==> src/rtl/csr_file_pkg.sv <==
// Shared CSR definitions: addresses, mstatus layout, write masks and the
// per-port write operation produced by writeback.
package common;

  localparam logic [11:0] CSR_MSTATUS  = 12'h300;
  localparam logic [11:0] CSR_MIE      = 12'h304;
  localparam logic [11:0] CSR_MTVEC    = 12'h305;
  localparam logic [11:0] CSR_MSCRATCH = 12'h340;
  localparam logic [11:0] CSR_MEPC     = 12'h341;
  localparam logic [11:0] CSR_MCAUSE   = 12'h342;
  localparam logic [11:0] CSR_MTVAL    = 12'h343;
  localparam logic [11:0] CSR_MIP      = 12'h344;
  localparam logic [11:0] CSR_SATP     = 12'h180;
  localparam logic [11:0] CSR_MCYCLE   = 12'hB00;
  localparam logic [11:0] CSR_MINSTRET = 12'hB02;

  localparam logic [63:0] MSTATUS_WMASK = 64'h0000_0000_0000_1888;
  localparam logic [63:0] MIP_WMASK     = 64'h0000_0000_0000_0888;
  localparam logic [63:0] MEPC_WMASK    = 64'hFFFF_FFFF_FFFF_FFFC;

  localparam logic [1:0] PRIV_M = 2'd3;

  typedef struct packed {
    logic [50:0] rsvd_hi;
    logic [1:0]  mpp;
    logic [2:0]  rsvd_mid;
    logic        mpie;
    logic [2:0]  rsvd_lo2;
    logic        mie;
    logic [2:0]  rsvd_lo;
  } mstatus_t;

  typedef struct packed {
    logic        we;
    logic [11:0] addr;
    logic [63:0] data;
  } csr_op_t;

endpackage

==> src/rtl/csr_file_counter.sv <==
// Free-running XLEN-bit counter with synchronous load; load beats increment.
module csr_counter #(
  parameter int unsigned XLEN = 64
) (
  input  logic            clk,
  input  logic            reset,
  input  logic            inc,
  input  logic            load,
  input  logic [XLEN-1:0] load_val,
  output logic [XLEN-1:0] count
);

  logic [XLEN-1:0] count_q, count_d;

  always_comb begin
    count_d = count_q;
    if (load)     count_d = load_val;
    else if (inc) count_d = count_q + 1'b1;
  end

  always_ff @(posedge clk) begin
    if (reset) count_q <= '0;
    else       count_q <= count_d;
  end

  assign count = count_q;

endmodule

==> src/rtl/csr_file.sv <==
// Machine-mode CSR file with mret handling and one combinational read port.
// Define CSR_COUNTERS_EN to build the mcycle/minstret counters.
module csr_file
  import common::*;
#(
  parameter int unsigned NUM_WR = 3,
  parameter int unsigned XLEN   = 64
) (
  input  logic                   clk,
  input  logic                   reset,
  input  logic [NUM_WR-1:0]      we,
  input  logic [NUM_WR*12-1:0]   waddr,
  input  logic [NUM_WR*XLEN-1:0] wdata,
  input  logic                   commit,
  input  logic                   mret,
  input  logic [11:0]            raddr,
  output logic [XLEN-1:0]        rdata,
  output logic [1:0]             mode,
  output logic [XLEN-1:0]        mret_pc,
  output logic [XLEN-1:0]        mstatus_o,
  output logic [XLEN-1:0]        satp_o
);

  csr_op_t ops [NUM_WR];

  mstatus_t        mstatus_q, mstatus_d;
  logic [XLEN-1:0] mie_q, mie_d, mtvec_q, mtvec_d, mscratch_q, mscratch_d;
  logic [XLEN-1:0] mepc_q, mepc_d, mcause_q, mcause_d, mtval_q, mtval_d;
  logic [XLEN-1:0] mip_q, mip_d, satp_q, satp_d;
  logic [1:0]      mode_q, mode_d;

`ifdef CSR_COUNTERS_EN
  logic            mcycle_ld, minstret_ld;
  logic [XLEN-1:0] mcycle_val, minstret_val, mcycle_cnt, minstret_cnt;
`else
  logic unused_commit;
  assign unused_commit = commit;
`endif

  always_comb begin
    for (int unsigned i = 0; i < NUM_WR; i++) begin
      ops[i].we   = we[i];
      ops[i].addr = waddr[i*12 +: 12];
      ops[i].data = wdata[i*XLEN +: XLEN];
    end
  end

  // Ports are applied in ascending order so the highest index lands last.
  always_comb begin
    mstatus_d  = mstatus_q;
    mie_d      = mie_q;
    mtvec_d    = mtvec_q;
    mscratch_d = mscratch_q;
    mepc_d     = mepc_q;
    mcause_d   = mcause_q;
    mtval_d    = mtval_q;
    mip_d      = mip_q;
    satp_d     = satp_q;
    mode_d     = mode_q;
`ifdef CSR_COUNTERS_EN
    mcycle_ld    = 1'b0;
    minstret_ld  = 1'b0;
    mcycle_val   = '0;
    minstret_val = '0;
`endif
    for (int unsigned i = 0; i < NUM_WR; i++) begin
      if (ops[i].we) begin
        case (ops[i].addr)
          CSR_MSTATUS:  mstatus_d  = mstatus_t'(ops[i].data & MSTATUS_WMASK);
          CSR_MIE:      mie_d      = ops[i].data;
          CSR_MTVEC:    mtvec_d    = ops[i].data;
          CSR_MSCRATCH: mscratch_d = ops[i].data;
          CSR_MEPC:     mepc_d     = ops[i].data & MEPC_WMASK;
          CSR_MCAUSE:   mcause_d   = ops[i].data;
          CSR_MTVAL:    mtval_d    = ops[i].data;
          CSR_MIP:      mip_d      = ops[i].data & MIP_WMASK;
          CSR_SATP:     satp_d     = ops[i].data;
`ifdef CSR_COUNTERS_EN
          CSR_MCYCLE: begin
            mcycle_ld  = 1'b1;
            mcycle_val = ops[i].data;
          end
          CSR_MINSTRET: begin
            minstret_ld  = 1'b1;
            minstret_val = ops[i].data;
          end
`endif
          default: ;
        endcase
      end
    end
    // mret fields come from the pre-write mstatus and override the write.
    if (mret) begin
      mode_d         = mstatus_q.mpp;
      mstatus_d.mie  = mstatus_q.mpie;
      mstatus_d.mpie = 1'b1;
      mstatus_d.mpp  = '0;
    end
  end

  always_ff @(posedge clk) begin
    if (reset) begin
      mstatus_q  <= '0;
      mie_q      <= '0;
      mtvec_q    <= '0;
      mscratch_q <= '0;
      mepc_q     <= '0;
      mcause_q   <= '0;
      mtval_q    <= '0;
      mip_q      <= '0;
      satp_q     <= '0;
      mode_q     <= PRIV_M;
    end else begin
      mstatus_q  <= mstatus_d;
      mie_q      <= mie_d;
      mtvec_q    <= mtvec_d;
      mscratch_q <= mscratch_d;
      mepc_q     <= mepc_d;
      mcause_q   <= mcause_d;
      mtval_q    <= mtval_d;
      mip_q      <= mip_d;
      satp_q     <= satp_d;
      mode_q     <= mode_d;
    end
  end

`ifdef CSR_COUNTERS_EN
  csr_counter #(.XLEN(XLEN)) u_mcycle (
    .clk      (clk),
    .reset    (reset),
    .inc      (1'b1),
    .load     (mcycle_ld),
    .load_val (mcycle_val),
    .count    (mcycle_cnt)
  );

  csr_counter #(.XLEN(XLEN)) u_minstret (
    .clk      (clk),
    .reset    (reset),
    .inc      (commit),
    .load     (minstret_ld),
    .load_val (minstret_val),
    .count    (minstret_cnt)
  );
`endif

  always_comb begin
    rdata = '0;
    case (raddr)
      CSR_MSTATUS:  rdata = mstatus_q;
      CSR_MIE:      rdata = mie_q;
      CSR_MTVEC:    rdata = mtvec_q;
      CSR_MSCRATCH: rdata = mscratch_q;
      CSR_MEPC:     rdata = mepc_q;
      CSR_MCAUSE:   rdata = mcause_q;
      CSR_MTVAL:    rdata = mtval_q;
      CSR_MIP:      rdata = mip_q;
      CSR_SATP:     rdata = satp_q;
`ifdef CSR_COUNTERS_EN
      CSR_MCYCLE:   rdata = mcycle_cnt;
      CSR_MINSTRET: rdata = minstret_cnt;
`endif
      default:      rdata = '0;
    endcase
  end

  assign mode      = mode_q;
  assign mret_pc   = mepc_q;
  assign mstatus_o = mstatus_q;
  assign satp_o    = satp_q;

endmodule

==> config.mk <==
export PLATFORM = sky130hd
export DESIGN_NAME = csr_file
export DESIGN_NICKNAME = d
export VERILOG_FILES = /design/src/rtl/csr_file_pkg.sv /design/src/rtl/csr_file_counter.sv /design/src/rtl/csr_file.sv
export SDC_FILE = /design/constraint.sdc
export NUM_CORES = 2
export LEC_CHECK = 0
export CORE_MARGIN = 5
export CORE_UTILIZATION = 25
export CTS_CLUSTER_SIZE = 28
export DETAILED_ROUTE_END_ITERATION = 7
export SLEW_MARGIN = 10
export SYNTH_ARGS = -nofsm -noshare
export SYNTH_HDL_FRONTEND = slang
export SYNTH_HIERARCHICAL = 1
export SYNTH_SLANG_ARGS = --single-unit
==> constraint.sdc <==
create_clock -name clk -period 2 [get_ports clk]
set_input_delay 0.2 -clock clk [delete_from_list [all_inputs] [get_ports clk]]
set_output_delay 0.2 -clock clk [all_outputs]
set_load 0.005 [all_outputs]
==> impl_metrics.yaml <==
yosys:
  synth-edff-count: 0
  ys_warn_count: 6
  ys.flop_type: "dfxtp_1"
  syn_area_um2: 33200
  synth_seq_cells: 578
  synth_area_leaders: "dfxtp_1 (35%), mux2_2 (9.2%), o32ai_1 (5.2%)"
  syn-instance-count: 3810
  synth_cell_types: 60
  synth_top_area_share_pct: 34.9
  syn-num-nets: 4057
  ys_seq_area_share_pct: 34.9
  async_flop_share_pct: 0
  yosysTopAreaCell: "dfxtp_1"
  synth_area_per_cell_um2: 8.70
route:
  drc: 29
  antenna_left: 0
  first_pass_iters: 8
  via_per_inst: 6.33
  vias: 39400
  post_drt_wl_per_cell_um: 33.6
  drt_first_iter_violations: 6717
  wl_um: 209000
timing:
  finalSetupViolCount: 119
  worstMarginPinSlew_ps: 733
  fin_crit_ps: 2400
  clock_skew_ps: 4.52
  rsz0062_at_grt: "true"
  hold_viol: 0
  max_slew_margin_pct: 51.1
  fin_crit_sh_pct: 120
  fin_ws_ps: -405
  slew_violations: 0
  fmax_mhz: 416
min_path:
  hold_start: "wdata[177]"
  hold-path-cell-count: 3
  hp-class: "in2reg"
  whs_endpoint: "mtvec_q[49]$_SDFF_PP0_"
floorplanning:
  rows: 133
  die_width_um: 374
  core_region_area_um2: 132000
  io_pins: 505
  initial_utilization_pct: 25.2
  dieHeight_um: 374
  die_area_um2: 140000
cts:
  clk_latency_ps: 680
  clk_pin_slew_ps: 60
  clockBufferDepth: 3
  cts_root_buf: "clkbuf_16"
  cts_tree: "yes"
  clock_sinks: 578
  numCtsBuffers: 74
  cts.htree.levels: 3
power:
  vdd_drop_max_v: 0.000597
  internal_power_w: 0.0208
  p_comb_share_pct: 8.5
  total_power_w: 0.0283
  switching_power_w: 0.00747
  clkPwrFrac_pct: 50.7
  swShare_pct: 26.4
  seq_power_share_pct: 40.8
  p_per_area_nw_per_um2: 600
  p_leak_nw: 17.9
placement:
  port_buffers: 503
  hpwl_um: 135000
  globalplace.congestion: 0.932
grt:
  antenna_found_initial: 31
  grt_pass1_vias: 37200
  grt_pass1_wl_um: 282000
  grt_overflow_total: 0
  track_usage_pct: 27.2
  grt_max_degree: 129
worst_setup_path:
  rrSetupSlack_ps: 700
  critical_path_arrival_ps: 2200
  r2r_end: "mstatus_o[3]$_SDFF_PP0_"
  required_ps: 1800
  r2r_start: "mstatus_o[3]$_SDFF_PP0_"
  start_kind: "flop"
  critPathKind: "reg2out"
  endpoint_kind: "primary output"
  cp_max_fo: 2
  reg2reg_depth: 4
run:
  max-cap-violations: 0
cells_and_area:
  area_growth_syn_to_layout_pct: 42.0
  drive_gt1_share_pct: 24.4
  final_core_util_pct: 35.8
  fin_nets: 4636
outcome:
  violations: "DRC, setup timing"
  status: "finished with violations"
==> sequential cells by signal, summed over array words and instances, names as in the netlist <==
signal	flops
mie_q	64
mtval_q	64
mip_q	64
mscratch_q	64
mtvec_q	64
mstatus_o	64
satp_o	64
mret_pc	64
mcause_q	64
mode	2
==> cells in the mapped netlist (3+ instances only) <==
library cell / n
nor2_2: 9
or2_2: 4
a21o_1: 62
nor3_1: 5
nand4_1: 20
or4b_1: 3
nor4_4: 4
buf_6: 25
and4_1: 3
a32oi_1: 4
o31ai_1: 64
o221ai_1: 64
a221o_1: 64
nand3_1: 103
a22o_1: 50
and3_1: 70
and2_1: 132
nand2_1: 317
mux2i_1: 122
o211ai_1: 154
buf_1: 20
dfxtp_1: 578
nor3b_1: 7
or3_1: 3
o2bb2ai_1: 35
clkbuf_1: 374
mux2_2: 270
a222oi_1: 29
nor2b_1: 12
nor2_1: 132
nor4bb_1: 4
o22ai_1: 64
a22oi_1: 89
buf_2: 31
nor4b_1: 4
a211o_1: 66
nor4_1: 68
a221oi_1: 68
a211oi_1: 3
or4_1: 4
o32ai_1: 195
o21ai_0: 131
a21oi_1: 257
nand2b_1: 67
==> worst max-delay path, stage by stage, from the launching register on <==
cell      delay [ps]
dfxtp_1          310
mux2_2           270
a222oi_1         400
nand4_1          310
buf_2            220
==> power by group through the flow <==
stage	clock, W	combinational [W]	sequential (W)
after floorplan	0	0.000650	0.0118
after global placement	0	0.00225	0.0118
after detailed placement	0	0.00225	0.0118
after CTS	0.0143	0.00229	0.0115
after global routing	0.0149	0.00242	0.0115
final	0.0143	0.00241	0.0115
==> metrics by stage <==
stage	setup TNS [ps]	cells	hold slack [ps]	area, um2	setup slack [ps]
finish	-19040	6222	219	47100	-405
global route	-22200	6215	223	47100	-496
CTS	-12990	6171	160	46400	-425
detailed placement	-408780	5985	439	42900	-1040
global placement	-399080	5985	436	42900	-1030
floorplan	-1460	3810	318	33300	-47.5
==> final cells by class <==
type,count,area (um2)
clock buffers,106,2090
inverters,2,7.51
diodes,20,50.0
repair buffers,953,10200
flip-flops and latches,578,11600
multi-input cells,2780,20500
clock inverters,28,449
well taps,1755,2200
fillers,13300,84500
==> metal layers <==
metal  vias to the layer above  GRT usage, %  part of all wire (%)
met5                         -             0                 0.041
met4                        12          14.9                   6.9
met1                     19000          35.1                    38
met3                       852          9.01                    14
li1                      16000             -                     -
met2                      3489          39.9                    41
==> placed cells by master, fill, tap and decap left out, types with 65 or more instances in the layout <==
master,netlist,final
and2_1,132,128
and3_1,70,66
a211o_1,66,66
buf_12,0,123
nor2_1,132,125
o32ai_1,195,195
nand2b_1,67,65
dfxtp_1,578,565
clkbuf_16,0,84
nand2_1,317,309
a21oi_1,257,257
mux2i_1,122,122
buf_4,0,253
clkdlybuf4s50_1,0,405
mux2_2,270,263
o211ai_1,154,154
a221oi_1,68,68
o21ai_0,131,130
nand3_1,103,85
==> logic make-up after synthesis <==
| group | synth area share, % |
|---|---|
| mux | 12.9 |
| compound gates | 31.1 |
| buf+inv | 5.80 |
| flops | 34.9 |
| simple gates | 15.4 |
==> worst max-delay path by stage <==
stage	start	endpoint	cells past startpoint
5_1_grt	mcause_q[49]$_SDFF_PP0_	rdata[49]	4
3_3_place_gp	raddr[9]	rdata[47]	10
6_report	mtval_q[49]$_SDFF_PP0_	rdata[49]	4
3_5_place_dp	raddr[9]	rdata[35]	11
2_1_floorplan	raddr[0]	rdata[10]	6
4_1_cts	mtval_q[49]$_SDFF_PP0_	rdata[49]	4
==> what timing repair did <==
| item | 4_1_cts | 5_1_grt |
|---|---|---|
| hold endpoints to repair | 7 | 0 |
| pin swaps | 107 | 52 |
| setup buffers | 49 | 25 |
| endpoints found under the setup margin | 127 | 233 |
| resized for setup | 469 | 56 |
| cloned | 8 | 14 |
| hold buffers | 1 | 0 |
No activity file was read; power rests on OpenSTA's default activity.
